[config.mk]
export PLATFORM = sky130hd
export DESIGN_NAME = prs_event_sched
export DESIGN_NICKNAME = d
export VERILOG_FILES = /design/src/rtl/prs_event_sched.sv
export SDC_FILE = /design/constraint.sdc
export NUM_CORES = 1
export LEC_CHECK = 0
export CAP_MARGIN = 20
export CORE_ASPECT_RATIO = 0.9
export CORE_MARGIN = 2
export CORE_UTILIZATION = 40
export DETAILED_ROUTE_END_ITERATION = 7
export MAX_ROUTING_LAYER = met4
export RECOVER_POWER = 50
export SYNTH_ARGS = -nofsm -noshare
export SYNTH_HDL_FRONTEND = slang
export SYNTH_SLANG_ARGS = --single-unit
[constraint.sdc]
create_clock -name clk -period 10.5 [get_ports clk]
set_clock_uncertainty 0.1 [all_clocks]
set_input_delay 2.1 -clock clk [delete_from_list [all_inputs] [get_ports clk]]
set_output_delay 2.1 -clock clk [all_outputs]
set_load 0.05 [all_outputs]
[src/rtl/prs_event_sched.sv]
// rtl/prs_event_sched.sv - per-node timed transition scheduler with vacuous/unstable resolution
module prs_event_sched #(
  parameter int  NODES = 4,
  parameter int  DW    = 8,
  localparam int NW    = $clog2(NODES)
) (
  input  logic             clk,
  input  logic             rst_n,
  input  logic             enq_valid,
  output logic             enq_ready,
  input  logic [NW-1:0]    enq_node,
  input  logic             enq_val,
  input  logic [DW-1:0]    enq_delay,
  input  logic             unstable_dequeue,
  input  logic             hold,
  output logic [NODES-1:0] node_val,
  output logic [NODES-1:0] fire_mask,
  output logic             vacuous,
  output logic             unstable,
  output logic [NW:0]      pend_count,
  output logic             next_valid,
  output logic [DW-1:0]    next_due
);

  localparam logic [DW-1:0] CNT_ONE = {{(DW-1){1'b0}}, 1'b1};
  localparam logic [NW:0]   PC_ONE  = {{NW{1'b0}}, 1'b1};

  logic [NODES-1:0] pend_q, pend_d;
  logic [NODES-1:0] pval_q, pval_d;
  logic [NODES-1:0] val_q, val_d;
  logic [NODES-1:0] fire_q, fire_d;
  logic [DW-1:0]    cnt_q [NODES];
  logic [DW-1:0]    cnt_d [NODES];
  logic             vac_q, vac_d;
  logic             unst_q, unst_d;
  logic             rdy_q;
  logic [DW-1:0]    delay_eff;
  logic [NW:0]      pc_acc;
  logic [DW-1:0]    min_acc;
  logic             any_pend;

  // A zero delay would never fire, so it is promoted to one cycle.
  assign delay_eff = (enq_delay == '0) ? CNT_ONE : enq_delay;

  // Fire/decrement first, then judge the enqueue against the post-fire slot.
  always_comb begin
    pend_d = pend_q;
    pval_d = pval_q;
    val_d  = val_q;
    cnt_d  = cnt_q;
    fire_d = '0;
    vac_d  = 1'b0;
    unst_d = 1'b0;
    if (!hold) begin
      for (int i = 0; i < NODES; i++) begin
        if (pend_q[i]) begin
          if (cnt_q[i] == CNT_ONE) begin
            val_d[i]  = pval_q[i];
            fire_d[i] = 1'b1;
            pend_d[i] = 1'b0;
            cnt_d[i]  = '0;
          end else begin
            cnt_d[i] = cnt_q[i] - CNT_ONE;
          end
        end
      end
    end
    if (enq_valid && rdy_q && (32'(enq_node) < NODES)) begin
      if (!pend_d[enq_node]) begin
        if (enq_val != val_d[enq_node]) begin
          pend_d[enq_node] = 1'b1;
          pval_d[enq_node] = enq_val;
          cnt_d[enq_node]  = delay_eff;
        end else begin
          vac_d = 1'b1;
        end
      end else if (pval_d[enq_node] == enq_val) begin
        // Same-direction re-enqueue keeps the original deadline.
        vac_d = 1'b1;
      end else begin
        unst_d = 1'b1;
        if (unstable_dequeue) begin
          pend_d[enq_node] = 1'b0;
          cnt_d[enq_node]  = '0;
        end
      end
    end
  end

  // Slot and status registers; reset discards every pending event.
  always_ff @(posedge clk or negedge rst_n) begin
    if (!rst_n) begin
      pend_q <= '0;
      pval_q <= '0;
      val_q  <= '0;
      fire_q <= '0;
      vac_q  <= 1'b0;
      unst_q <= 1'b0;
      rdy_q  <= 1'b0;
      for (int i = 0; i < NODES; i++) cnt_q[i] <= '0;
    end else begin
      pend_q <= pend_d;
      pval_q <= pval_d;
      val_q  <= val_d;
      fire_q <= fire_d;
      vac_q  <= vac_d;
      unst_q <= unst_d;
      rdy_q  <= 1'b1;
      for (int i = 0; i < NODES; i++) cnt_q[i] <= cnt_d[i];
    end
  end

  // Pending count and earliest remaining count over live slots.
  always_comb begin
    pc_acc   = '0;
    min_acc  = '1;
    any_pend = 1'b0;
    for (int i = 0; i < NODES; i++) begin
      if (pend_q[i]) begin
        pc_acc   = pc_acc + PC_ONE;
        any_pend = 1'b1;
        if (cnt_q[i] < min_acc) min_acc = cnt_q[i];
      end
    end
  end

  assign enq_ready  = rdy_q;
  assign node_val   = val_q;
  assign fire_mask  = fire_q;
  assign vacuous    = vac_q;
  assign unstable   = unst_q;
  assign pend_count = pc_acc;
  assign next_valid = any_pend;
  assign next_due   = any_pend ? min_acc : '0;

endmodule

==> metrics.txt <==
status=finished, violations left; failing checks=max-capacitance violations, max-slew violations; clk_lat worst skew=290 ps; fin crit period=9970 ps; via/cell ratio=5.89; drt drc=0; Routed WL=12.0 mm; Synth cell types=73; Remaining Overflow, GRT=0; number of routed nets with antenna violations=0; fin crit share=94.9%; RSZ-0062 raised after global routing=false; P&R area growth vs syn=14.4%; Port Buffers=38; reg2reg end=cnt_q[16]$_DFF_PN0_; FF-to-FF path depth=7; setup_tns=0 ps; Syn Std Cell Area=4340 sq um; Slew HR=-80.1%; DR iter-0 viols=214; Cell Chain, Critical Path=inv_1, nor2_1, ha_1, a211o_1, o211ai_1, nand4b_1, nor2_2, mux2i_1, ha_1, a21o_1, a21o_1, a21oi_1, nand2_1, o2bb2ai_2, mux2_2, ha_1, a21o_1, a221oi_1, nand3_1, nand4bb_2, o311a_1, a21oi_1, clkdlybuf4s50_1; Worst-path clk slew=70 ps; FF+latch count, synth=51; Row Count=36; Setup crit end=next_due[6]; DIE HEIGHT=103 um; CP startpoint kind=register; Largest stage delay, worst path=820 ps; CP Data Required Time=8300 ps; clock buffer depth=2; wire length per cell=18.4 um; Reg-to-Reg Start=cnt_q[27]$_DFF_PN0_; mean post-synth cell area=8.88 sq um; DR vias=3,841; Fmax=100 MHz; sequential share of the synthesized area=29.4%; Post-synth EDFFs=0; worst setup path class=register to primary output; CTS buffer count=5; R2R Setup Slk=6860 ps; Final Max Slew Viols=52; Worst Path Max Fanout=10; worst-margin pin slew=2700 ps; Setup Buffers After CTS=0; warnings from Yosys=0; initial antenna violation count=0; pin count of the biggest net entering global routing=52; max cap viols=1; Placement Cell Area=4810 sq um; H-tree depth=2; gpl congestion=0.894; Die Area=11,700 sq um; vias in the first global route=3,613; share of cells above drive strength 1=10.0%; global-route wire length before repair=19.0 mm; final net count=566; Post-Syn Instances=489; Final Hold Fails=0; core area=10,700 sq um; diodes inserted=0; clock root cell=clkbuf_16; Final Cell Area=4970 sq um; Worst Setup SP=pend_q[0]$_DFF_PN0_; Die W=114 um; FFs w/ async S/R, synth=100%; post-DP HPWL=9.30 mm; Synth Net Count=537; global-route usage over all layers=21.4%; hold buffers post-CTS=0; total iterations of the first detailed-routing run=4; class of the tightest hold or removal check=register to register; post-CTS sizing=0; Clock Sink Count=51; IO Pins=39; CTS tree=built; worst path arrival time=7770 ps; CP endpoint kind=primary output; slowest CP cell=clkdlybuf4s50_1; Synth Flop Type=dfrtp_1; setup violators final=0; initial core utilization=40.5%
-- state kept, by name, indices dropped and copies added (netlist names) --
register and flops:
node_val 4, cnt_q 32, enq_ready 1, vacuous 1
unstable 1, fire_mask 4, pend_q 4, pval_q 4
-- layer usage --
layer	vias up	GRT usage, %	routed length, um	share of wire, %
met5	-	-	0	0
met2	91	31.6	5250	44
met3	16	2.12	520	4.3
met4	0	4.97	138	1.2
li1	1865	-	-	-
met1	1869	31.6	6060	51
-- how the worst min path moves through the flow --
stage / from / end / slack (ps) / depth (start not counted)
final: pval_q[2]$_DFFE_PN0P_ / pval_q[2]$_DFFE_PN0P_ / 460 / 1
after global routing: pval_q[2]$_DFFE_PN0P_ / pval_q[2]$_DFFE_PN0P_ / 490 / 1
after CTS: pval_q[2]$_DFFE_PN0P_ / pval_q[2]$_DFFE_PN0P_ / 460 / 1
after detailed placement: pval_q[2]$_DFFE_PN0P_ / pval_q[2]$_DFFE_PN0P_ / 450 / 1
after global placement: node_val[2]$_DFF_PN0_ / node_val[2]$_DFF_PN0_ / 430 / 2
after floorplan: pval_q[2]$_DFFE_PN0P_ / pval_q[2]$_DFFE_PN0P_ / 380 / 1
-- layout make-up --
class                           count  area (sq um)
Tap cell                          133           166
Clock inverter                      2          12.5
Sequential cell                    51          1280
Timing Repair Buffer               40           389
Clock buffer                        6           129
Inverter                           31           116
Multi-Input combinational cell    389          2880
Fill cell                        1039          5750
-- cells by family after synthesis --
group | count (synthesis) | synth area share (%)
xor+xnor | 31 | 6.42
simple gates | 175 | 22.2
other cells | 1 | 0.0863
buf+inv | 49 | 4.78
mux | 32 | 9.05
compound gates | 118 | 18.9
fa+ha+maj | 32 | 9.22
flops | 51 | 29.4
-- cell usage after synthesis, drive strengths merged (16+ instances only) --
| cell type | count | area share (%) |
|---|---|---|
| nand2 | 42 | 4.0 |
| nor2 | 36 | 3.1 |
| xnor2 | 22 | 4.6 |
| ha | 32 | 9.2 |
| nor3 | 19 | 2.2 |
| o21ai | 24 | 2.8 |
| mux2 | 17 | 5.0 |
| a21oi | 24 | 2.9 |
| o31ai | 16 | 2.9 |
| inv | 31 | 2.7 |
| dfrtp | 51 | 29 |
-- through the flow --
| step | util (%) | hold WS, ps | std cells | worst slack, ps |
|---|---|---|---|---|
| 2_1_floorplan | - | 382 | 489 | 1690 |
| 6_report | 46.3 | 461 | 652 | 531 |
| 3_3_place_gp | 44.9 | 433 | 644 | 1060 |
| 3_5_place_dp | 44.9 | 448 | 644 | 811 |
| 4_1_cts | 46.2 | 462 | 652 | 474 |
| 5_1_grt | 46.3 | 488 | 652 | 6.81 |
-- worst max-delay path: cells and delay by family (launching register included) --
kind                     cells  cell delay, ps
AO/OA/AOI/OAI               10            2600
adder cells (fa/ha/maj)      3             830
buffers and inverters        2            1020
flip-flops                   1             510
multiplexers                 2             660
AND/OR/NAND/NOR              6            1820
-- cells in the final DEF, fill, tap and decap left out, drive strengths merged, types with 3 or more instances in the layout --
cell	instances
and2	4
a21o	11
mux2i	13
nand3	11
or2	3
o211ai	11
mux2	17
nand4	3
nor3	19
xnor2	22
a21oi	24
inv	31
o22ai	7
nand2	42
ha	32
or4	13
nor4	9
and3	3
o31ai	16
nand2b	8
xor2	9
a211oi	3
dlygate4sd3	11
or3	3
dfrtp	51
o21ai	24
clkbuf	7
clkdlybuf4s50	25
and4	3
nor2	36
nor2b	9
Power is not shown: default switching activity piles up to over one toggle a cycle in this logic, so the estimate is an artifact.
